==> src/rtl/icache.sv <==
// Direct-mapped read-only instruction cache with single-word fills from memory control.
// Define ICACHE_STATS_EN to add the hit_count/miss_count counters.
module icache #(
    parameter int NSETS = 16,
    parameter int IDX_W = $clog2(NSETS),
    parameter int TAG_W = 30 - IDX_W
) (
    input  logic        CLK,
    input  logic        nRST,
    input  logic        imemREN,
    input  logic [31:0] imemaddr,
    output logic        ihit,
    output logic [31:0] imemload,
    output logic        iREN,
    output logic [31:0] iaddr,
    input  logic [31:0] iload,
    input  logic        iwait
`ifdef ICACHE_STATS_EN
    ,
    output logic [31:0] hit_count,
    output logic [31:0] miss_count
`endif
);

    typedef enum logic {IDLE, FILL} state_e;

    state_e           state_q;
    logic [31:0]      miss_addr_q;
    logic [NSETS-1:0] valid_q;
    logic [TAG_W-1:0] tag_q  [NSETS];
    logic [31:0]      data_q [NSETS];

    logic [IDX_W-1:0] req_idx;
    logic [IDX_W-1:0] fill_idx;
    logic [TAG_W-1:0] req_tag;
    logic [TAG_W-1:0] fill_tag;
    logic             hit;
    logic             fill_done;
    logic             unused_offset;

    assign req_idx       = imemaddr[IDX_W+1:2];
    assign req_tag       = imemaddr[31:IDX_W+2];
    assign fill_idx      = miss_addr_q[IDX_W+1:2];
    assign fill_tag      = miss_addr_q[31:IDX_W+2];
    assign unused_offset = ^imemaddr[1:0];

    assign hit       = (state_q == IDLE) && imemREN && valid_q[req_idx] && (tag_q[req_idx] == req_tag);
    assign ihit      = hit;
    assign imemload  = hit ? data_q[req_idx] : 32'h0;
    assign iREN      = (state_q == FILL);
    assign iaddr     = iREN ? miss_addr_q : 32'h0;
    assign fill_done = iREN && !iwait;

    // The fill always lands on miss_addr_q, regardless of what the fetch stage does meanwhile.
    always_ff @(posedge CLK or negedge nRST) begin
        if (!nRST) begin
            state_q     <= IDLE;
            miss_addr_q <= 32'h0;
            valid_q     <= '0;
        end else begin
            case (state_q)
                IDLE: begin
                    if (imemREN && !hit) begin
                        state_q     <= FILL;
                        miss_addr_q <= {imemaddr[31:2], 2'b00};
                    end
                end
                FILL: begin
                    if (!iwait) begin
                        state_q           <= IDLE;
                        valid_q[fill_idx] <= 1'b1;
                    end
                end
                default: state_q <= IDLE;
            endcase
        end
    end

    // Tag/data need no reset: valid_q gates every read.
    always_ff @(posedge CLK) begin
        if (fill_done) begin
            tag_q[fill_idx]  <= fill_tag;
            data_q[fill_idx] <= iload;
        end
    end

`ifdef ICACHE_STATS_EN
    logic [31:0] hit_cnt_q;
    logic [31:0] miss_cnt_q;

    always_ff @(posedge CLK or negedge nRST) begin
        if (!nRST) begin
            hit_cnt_q  <= 32'h0;
            miss_cnt_q <= 32'h0;
        end else begin
            if (hit) begin
                hit_cnt_q <= hit_cnt_q + 32'd1;
            end
            if ((state_q == IDLE) && imemREN && !hit) begin
                miss_cnt_q <= miss_cnt_q + 32'd1;
            end
        end
    end

    assign hit_count  = hit_cnt_q;
    assign miss_count = miss_cnt_q;
`endif

endmodule

==> config.mk <==
export PLATFORM = sky130hd
export DESIGN_NAME = icache
export DESIGN_NICKNAME = d
export VERILOG_FILES = /design/src/rtl/icache.sv
export SDC_FILE = /design/constraint.sdc
export NUM_CORES = 1
export LEC_CHECK = 0
export BUFFER_PORTS_ARGS = -buffer_cell sky130_fd_sc_hd__buf_2
export CORE_MARGIN = 5
export CORE_UTILIZATION = 50
export DETAILED_ROUTE_END_ITERATION = 8
export PLACE_DENSITY = 0.72
export REMOVE_ABC_BUFFERS = 1
export SLEW_MARGIN = 20
export SYNTH_ARGS = -nofsm -noshare
export SYNTH_HDL_FRONTEND = slang
export SYNTH_SLANG_ARGS = --single-unit
==> constraint.sdc <==
create_clock -name CLK -period 7.8 [get_ports CLK]
set_input_delay 0.39 -clock CLK [delete_from_list [all_inputs] [get_ports CLK]]
set_output_delay 0.39 -clock CLK [all_outputs]
set_load 0.005 [all_outputs]
==> results.ini, run 1 <==
[worst_setup_path]
start_kind=input port
end_kind=output port
crit_required_ns=7.41
cpPeakStageDelay_ns=0.77
rr_endpoint=miss_addr_q[14]
arrival_ns=4.80
cpMaxStageDelayCell=a2111oi_1
reg2reg_from=iREN
path_max_fanout=76
cp_cell_sequence=buf_8, buf_4, mux4_2, xor2_1, a211oi_1, a31oi_1, a2111oi_1, nand3_1, or4_4, nor2b_1, buf_2
reg2reg_slack_ns=3.58
r2r_cells=9
critical_path_class=input port to output port

[power_and_ir_drop]
swShare=0.2168
leakagePower_nw=14.10
powerDensity_nw_per_um2=268.4
ir_drop_uv=199.1
combPwrFrac=0.067
internal_power_w=0.009033
p_switching_w=0.002500
clock_power_share=0.391
pwr-share-seq=0.542

[cts]
clk_latency_ns=0.65
clk_pin_slew_ns=0.06
postCtsResizedCells=0
cts_tree=built
cts_buffers=93
clock_path_buffers=3
clock_sinks=975
htreeDepth=3
cts_root_buffer=clkbuf_16

[final_layout]
nNetsFinal=1925
drive_above_1_share=0.3197
fin_area_sq_um=42970
area_growth_pct=12.81
multi_input_area_sq_um=8615
register_area_sq_um=29040
fillerInstances=5343

[sta]
setup_violations=0
fmax_mhz=192.6
relSlewSlack=0.2421
final_hold_viol_count=0
drv_slew=0
rsz0062_at_grt=false
post-route-period-util=0.6658
min_period_ns=5.193
tightest_slew_ns=1.137
timing.setup.tns_ns=0
skew_ns=0.02661

[detailed_routing]
drt-total-wl_um=84150
vias_per_cell=6.122
routedWlPerCell_um=28.86
wl_met3_um=6411
drc_errors=0
num_vias=17852
dr_wl_met2_um=42310
m1WireLength_um=33760
antenna_left=0
top_layer=met4
drt-initial-drc-count=1503
firstDrtPassIters=5

[yosys]
syn_inst=1677
ys_seq_area_frac=0.7625
synthFlopType=edfxtp_1
postSynthAreaPerCell_sq_um=22.71
synthArstFlopShare=0.04821
ys_warn_count=0
synth_edf_count=928
yosysUniqueCellTypes=59
netlist_area_sq_um=38090
ys_seq_elements=975

[placement]
place_congestion=0.7457
dpl_cell_area_sq_um=39850
dp_hpwl_um=42870
io_buffers=129

[die]
die_h_um=286.0
row_count=101
core-area_sq_um=75700
start_util=0.5032
die-width_um=286.0
dieArea_sq_um=81800
ios=134

[global_route]
grt_usage=0.2061
grt_max_degree=82
grt_pass1_wl_um=124000
antenna_found_initial=4
grt_overflow_total=0
grt_pass1_vias=18518

[min_path]
worstHoldPathType=input port to flop
hold_start=imemaddr[13]
whs_path_depth=2
holdPathEnd=miss_addr_q[13]

[run_status]
outcome=finished, final reports clean

[job]
drv_cap=0

==> placed cells by master, fill, tap and decap left out, types with 5 or more instances in the layout <==
cell type  instances
edfxtp_1         928
mux4_2           242
buf_2            126
clkbuf_16         95
mux2i_1           59
dfrtp_1           47
nor2b_1           39
buf_4             36
and2_1            30
mux2_4            29
clkinv_2          24
clkbuf_1          21
xnor2_1           17
or2_2             17
nor2_1            14
clkinv_1          14
nand2_1           13
a21oi_1           13
nor2_4            12
bufinv_16         11
mux4_1            10
a22oi_1           10
xor2_1            10
nor3_1             9
a22o_1             8
o21ai_0            8
o22ai_1            6
inv_1              5
nand2b_1           5
mux2_2             5
==> power groups by stage <==
stage	sequential, W	clock, W	combinational, W
after floorplan	0.00629	0	0.000437
after global placement	0.00633	0	0.000766
after detailed placement	0.00636	0	0.000780
after CTS	0.00625	0.00459	0.000786
after global routing	0.00628	0.00483	0.000831
final	0.00625	0.00451	0.000777
==> critical path: cells and delay by family <==
kind,cells,cell delay (ns)
and+or+nand+nor,3,1.14
buffers and inverters,3,1.21
xor gates and xnor gates,1,0.15
muxes,1,0.56
AOI/OAI and AO/OA,3,1.15
==> synthesized netlist by cell type, drive strengths merged (2+ instances only) <==
library cell,instances,share of area
nand2b,5,0.00082
a22o,8,0.0018
o211ai,2,0.00039
nand4,3,0.00049
inv,6,0.00059
a211oi,2,0.00039
nor3b,2,0.00039
clkbuf,29,0.0031
dfrtp,47,0.031
nor2,26,0.0026
a221oi,2,0.00046
o21ai,8,0.0011
xnor2,17,0.0039
nand2,13,0.0013
and2b,2,0.00039
nand3,3,0.00039
nand3b,4,0.00079
or3,4,0.00066
mux2i,59,0.016
o31ai,3,0.00095
o21a,2,0.00039
xor2,10,0.0023
and2,30,0.0049
a31oi,2,0.00033
mux4,252,0.15
edfxtp,928,0.73
a22oi,10,0.0020
mux2,34,0.013
nor2b,39,0.0064
a21oi,13,0.0017
nor4b,5,0.0013
buf,56,0.010
or2,17,0.0028
nor3,13,0.0017
o22ai,6,0.00099
==> stage by stage <==
stage                     cells  hold WS (ns)  setup WS (ns)  power [W]    util
after floorplan            1592       0.09441          2.101   0.006724       -
after global placement     2736        0.4455          2.633   0.007097  0.5265
after detailed placement   2736        0.4493          2.559   0.007140  0.5265
after CTS                  2914      0.003262          2.592    0.01162  0.5675
after global routing       2914       0.01877          2.330    0.01194  0.5676
final                      2916       0.03551          2.607    0.01153  0.5676
==> flip-flops by register name, indices dropped and copies added, names as in the netlist <==
signal	count
miss_addr_q	30
valid_q	16
data_q	512
iREN	1
tag_q	416
==> final cells by class <==
type	count	share of cell area
Antenna cell	2	0.0001165
Clock inverter	56	0.01354
Inverter	6	0.0005533
Multi-Input combinational cell	611	0.2005
Clock buffer	118	0.05780
Sequential cell	975	0.6759
Timing Repair Buffer	170	0.02312
Tap cell	978	0.02848
==> layer usage <==
layer / vias to the layer above / GRT usage
li1: 7394 / -
met3: 104 / 0.03681
met5: - / 0
met4: 0 / 0.05272
met1: 9612 / 0.2927
met2: 742 / 0.3379
==> what timing repair did <==
item	in CTS	in global routing
endpoints found under the setup margin	0	0
setup buffers	0	0
endpoints found under the hold margin	50	0
hold buffers	4	0
==> worst max path at each step <==
stage               slack, ns   startpoint               to
finish                   2.61  imemaddr[2]      imemload[7]
global route             2.33  imemaddr[2]     imemload[14]
CTS                      2.59  imemaddr[2]      imemload[7]
detailed placement       2.56  imemaddr[2]   miss_addr_q[2]
global placement         2.63  imemaddr[2]  miss_addr_q[15]
floorplan                2.10         iREN       valid_q[1]
==> cells by family (layout without fill, tap and decap cells) <==
| family | after synthesis | count (layout) | share of synthesized area |
|---|---|---|---|
| AOI/OAI and AO/OA | 64 | 64 | 0.01189 |
| xor gates and xnor gates | 27 | 27 | 0.006208 |
| other | 1 | 4 | 0.00009845 |
| muxes | 345 | 345 | 0.1784 |
| and+or+nand+nor | 173 | 173 | 0.02657 |
| buffers and inverters | 92 | 350 | 0.01432 |
| DFF | 975 | 975 | 0.7625 |
Power figures use the tool's default switching activity.
==> run 2, diff against run 1 <==
- ABC_AREA: unset -> 1
- PLACE_DENSITY: 0.72 -> 0.74
- clock period: 7.8 -> 4.5 ns (I/O delays scaled with it)
==> run 2 against run 1 <==
Critical path depth rose by 3. Clock skew rose by 0.0017 ns. Global-route usage rose by 2.7 points. Flip-flop and latch count did not move. Sequential power rose by 71%. Combinational power rose by 90%. Die area rose by 5.0%. Setup slack got worse by 1.9 ns.
==> results.ini, run 2 <==
[run_status]
outcome=finished, final reports clean  ; unchanged

[detailed_routing]
drt-initial-drc-count=2970  ; was 1,503
num_vias=26459  ; was 17.85k
vias_per_cell=5.788  ; was 6.122
firstDrtPassIters=6  ; was 5
routedWlPerCell_um=22.40  ; was 28.86 um
drc_errors=0  ; unchanged
antenna_left=0  ; unchanged
drt-total-wl_um=102400  ; was 84,150 um

[power_and_ir_drop]
swShare=0.2321  ; was 0.2168
leakagePower_nw=16.95  ; was 14.10 nW
combPwrFrac=0.074  ; was 0.067
internal_power_w=0.01539  ; was 0.009033 W
clock_power_share=0.391  ; about the same
finalPower_w=0.02004  ; was 0.01153 W
pwr-share-seq=0.535  ; was 0.542
ir_drop_uv=276.7  ; was 199.1 uV
p_switching_w=0.004652  ; was 0.002500 W
powerDensity_nw_per_um2=439.2  ; was 268.4 nW/um^2

[placement]
dp_hpwl_um=52710  ; was 42,870 um
dpl_cell_area_sq_um=41950  ; was 39,850 sq um
io_buffers=129  ; unchanged
dp_slack_ns=0.7318  ; was 2.559 ns
place_congestion=0.7898  ; was 0.7457

[yosys]
syn_inst=3305  ; was 1,677
synth_common_cells=edfxtp_1, nand2_1, nand3_1, a21oi_1, inv_1  ; was edfxtp_1, mux4_2, mux2i_1, dfrtp_1, nor2b_1
yosysMostFrequentCell=edfxtp_1  ; unchanged
netlist_area_sq_um=40080  ; was 38,090 sq um
synth_top_area_share=0.6952  ; was 0.7316
synthFlopType=edfxtp_1  ; unchanged
yosysUniqueCellTypes=31  ; was 59
synthTopCellsByArea=edfxtp_1, nand2_1, nand3_1  ; was edfxtp_1, mux4_2, dfrtp_1
ys_seq_elements=975  ; unchanged
synth_edf_count=928  ; unchanged
yosysTopAreaCell=edfxtp_1  ; unchanged
synthArstFlopShare=0.04821  ; unchanged
ys_warn_count=0  ; unchanged
ys_seq_area_frac=0.7246  ; was 0.7625
postSynthAreaPerCell_sq_um=12.13  ; was 22.71 sq um

[worst_setup_path]
cp_cell_sequence=buf_8, clkinv_8, buf_4, o21ai_0, nand3_1, nand3_1, nand2_1, nand2_1, nand2_1, nor3_2, nand3b_4, buf_4, nor3_2, buf_2  ; was buf_8, buf_4, mux4_2, xor2_1, a211oi_1, a31oi_1, a2111oi_1, nand3_1, or4_4, nor2b_1, buf_2
crit_path_start=imemaddr[2]  ; unchanged
path_max_fanout=71  ; was 76
start_kind=input port  ; unchanged
cpMaxStageDelayCell=nand3b_4  ; was a2111oi_1
rr_endpoint=data_q[1][11]  ; was miss_addr_q[14]
end_kind=output port  ; unchanged
reg2reg_slack_ns=1.13  ; was 3.58 ns
arrival_ns=3.58  ; was 4.80 ns
crit_family=simple AND/OR/NAND/NOR gates  ; was buffers and inverters
r2r_cells=5  ; was 9
reg2reg_from=iREN  ; unchanged
cpPeakStageDelay_ns=0.52  ; was 0.77 ns
path_buf_inv=5  ; was 3
crit_required_ns=4.28  ; was 7.41 ns
cpMostUsedCell=nand2_1
critical_path_class=input port to output port  ; unchanged

[cts]
cts_root_buffer=clkbuf_16  ; unchanged
postCtsResizedCells=0  ; unchanged
post-cts-setup-buffers=0  ; unchanged
clk_latency_ns=0.67  ; was 0.65 ns
cts_buffers=92  ; was 93
clk_pin_slew_ns=0.06  ; about the same
cts_tree=built  ; unchanged
clock_path_buffers=3  ; unchanged
clock_sinks=975  ; unchanged
htreeDepth=3  ; unchanged

[final_layout]
final_common_cell=edfxtp_1  ; unchanged
drive_above_1_share=0.1153  ; was 0.3197
area_growth_pct=13.82  ; was 12.81%
nNetsFinal=3512  ; was 1,925
mostFrequentLayoutCells=edfxtp_1, nand2_1, nand3_1  ; was edfxtp_1, mux4_2, buf_2
register_area_sq_um=29040  ; about the same
largest_register=data_q  ; unchanged
multi_input_area_sq_um=9321  ; was 8615 sq um
num_antenna_cells=0  ; was 2
fin_area_sq_um=45620  ; was 42,970 sq um
largest_reg_flops=512  ; unchanged
fillerInstances=6011  ; was 5,343
top_regs=data_q: 512 flops, tag_q: 416 flops, miss_addr_q: 30 flops  ; unchanged

[sta]
skew_ns=0.02836  ; was 0.02661 ns
setup_violations=0  ; unchanged
tightest_slew_ns=1.048  ; was 1.137 ns
min_period_ns=3.802
timing.setup.tns_ns=0  ; unchanged
final_hold_viol_count=0  ; unchanged
rsz0062_at_grt=false  ; unchanged
postLayoutSetupSlackWorst_ns=0.6982  ; was 2.607 ns
holdWs_ns=0.2054  ; was 0.03551 ns
post-route-period-util=0.8448
fmax_mhz=263.0
relSlewSlack=0.3014  ; was 0.2421
drv_slew=0  ; unchanged

[global_route]
grt_pass1_vias=25628  ; was 18.52k
grt_overflow_total=0  ; unchanged
grt_max_degree=113  ; was 82
antenna_found_initial=0  ; was 4
grt_usage=0.2327  ; was 0.2061
grt_pass1_wl_um=153600  ; was 124,000 um

[min_path]
worstHoldPathType=input port to flop  ; unchanged
whs_path_depth=4  ; was 2
holdPathEnd=miss_addr_q[5]  ; was miss_addr_q[13]
hold_start=imemaddr[5]  ; was imemaddr[13]

[die]
row_count=103  ; was 101
die_h_um=293.1  ; was 286.0 um
dieArea_sq_um=85930  ; was 81,800 sq um
core-area_sq_um=79260  ; was 75,700 sq um
start_util=0.5057  ; was 0.5032
die-width_um=293.1  ; was 286.0 um
ios=134  ; unchanged

[job]
drv_cap=0  ; unchanged

==> run 2: cell types whose count changed after synthesis, sizes merged, moves of 59 or more <==
cell | previous run | this run
o21ai | 8 | 86
mux4 | 252 | 0
inv | 6 | 219
nor2 | 26 | 152
mux2i | 59 | 0
nand3 | 3 | 266
nand2 | 13 | 870
buf | 56 | 128
a21oi | 13 | 246
a221oi | 2 | 80
==> run 2: routing by layer <==
layer  vias to the layer above  track usage  part of all wire
li1                      12073            -                 -
met1                     12881       0.3249              0.40
met2                      1306       0.3809              0.48
met3                       199      0.03220             0.088
met4                         0      0.08104             0.031
met5                         -            0                 0
==> run 2: cell families after synthesis <==
kind of cell,after synthesis,share of synthesized area
simple gates,1346,0.1410
other cells,1,0.00009356
flops,975,0.7246
compound gates,550,0.08790
buf+inv,433,0.04642
==> run 2: worst max-delay path by stage <==
stage / endpoint / depth (start not counted)
after global routing: imemload[7] / 14
after CTS: imemload[8] / 14
final: imemload[8] / 14
after floorplan: imemload[0] / 11
after global placement: imemload[22] / 14
after detailed placement: imemload[8] / 14
==> run 2: power groups by stage <==
| stage | clock, W | sequential, W | combinational [W] |
|---|---|---|---|
| 2_1_floorplan | 0 | 0.0108 | 0.000750 |
| 3_3_place_gp | 0 | 0.0109 | 0.00139 |
| 3_5_place_dp | 0 | 0.0109 | 0.00142 |
| 4_1_cts | 0.00792 | 0.0107 | 0.00148 |
| 5_1_grt | 0.00830 | 0.0108 | 0.00162 |
| 6_report | 0.00784 | 0.0107 | 0.00148 |
==> run 2: per-stage QoR <==
stage | util | std cells
after floorplan | - | 3092
after global placement | 0.5293 | 4340
after detailed placement | 0.5293 | 4340
after CTS | 0.5756 | 4571
after global routing | 0.5756 | 4571
final | 0.5756 | 4571
==> run 2: worst min-delay path, cell delays in order <==
cell and delay [ns]:
buf_4 0.14, buf_12 0.22, nand3_1 0.13, nand2_1 0.05
==> run 2: cell type report <==
type	instances	share of cell area
Tap cell	1050	0.02880
Clock inverter	55	0.01352
Multi-Input combinational cell	1898	0.2043
Timing Repair Buffer	258	0.04443
Clock buffer	116	0.05378
Sequential cell	975	0.6366
Inverter	219	0.01854
==> run 2: what timing repair did <==
action | in CTS | in global routing
hold buffers | 60 | 0
hold endpoints to repair | 586 | 0
setup endpoints to repair | 0 | 0
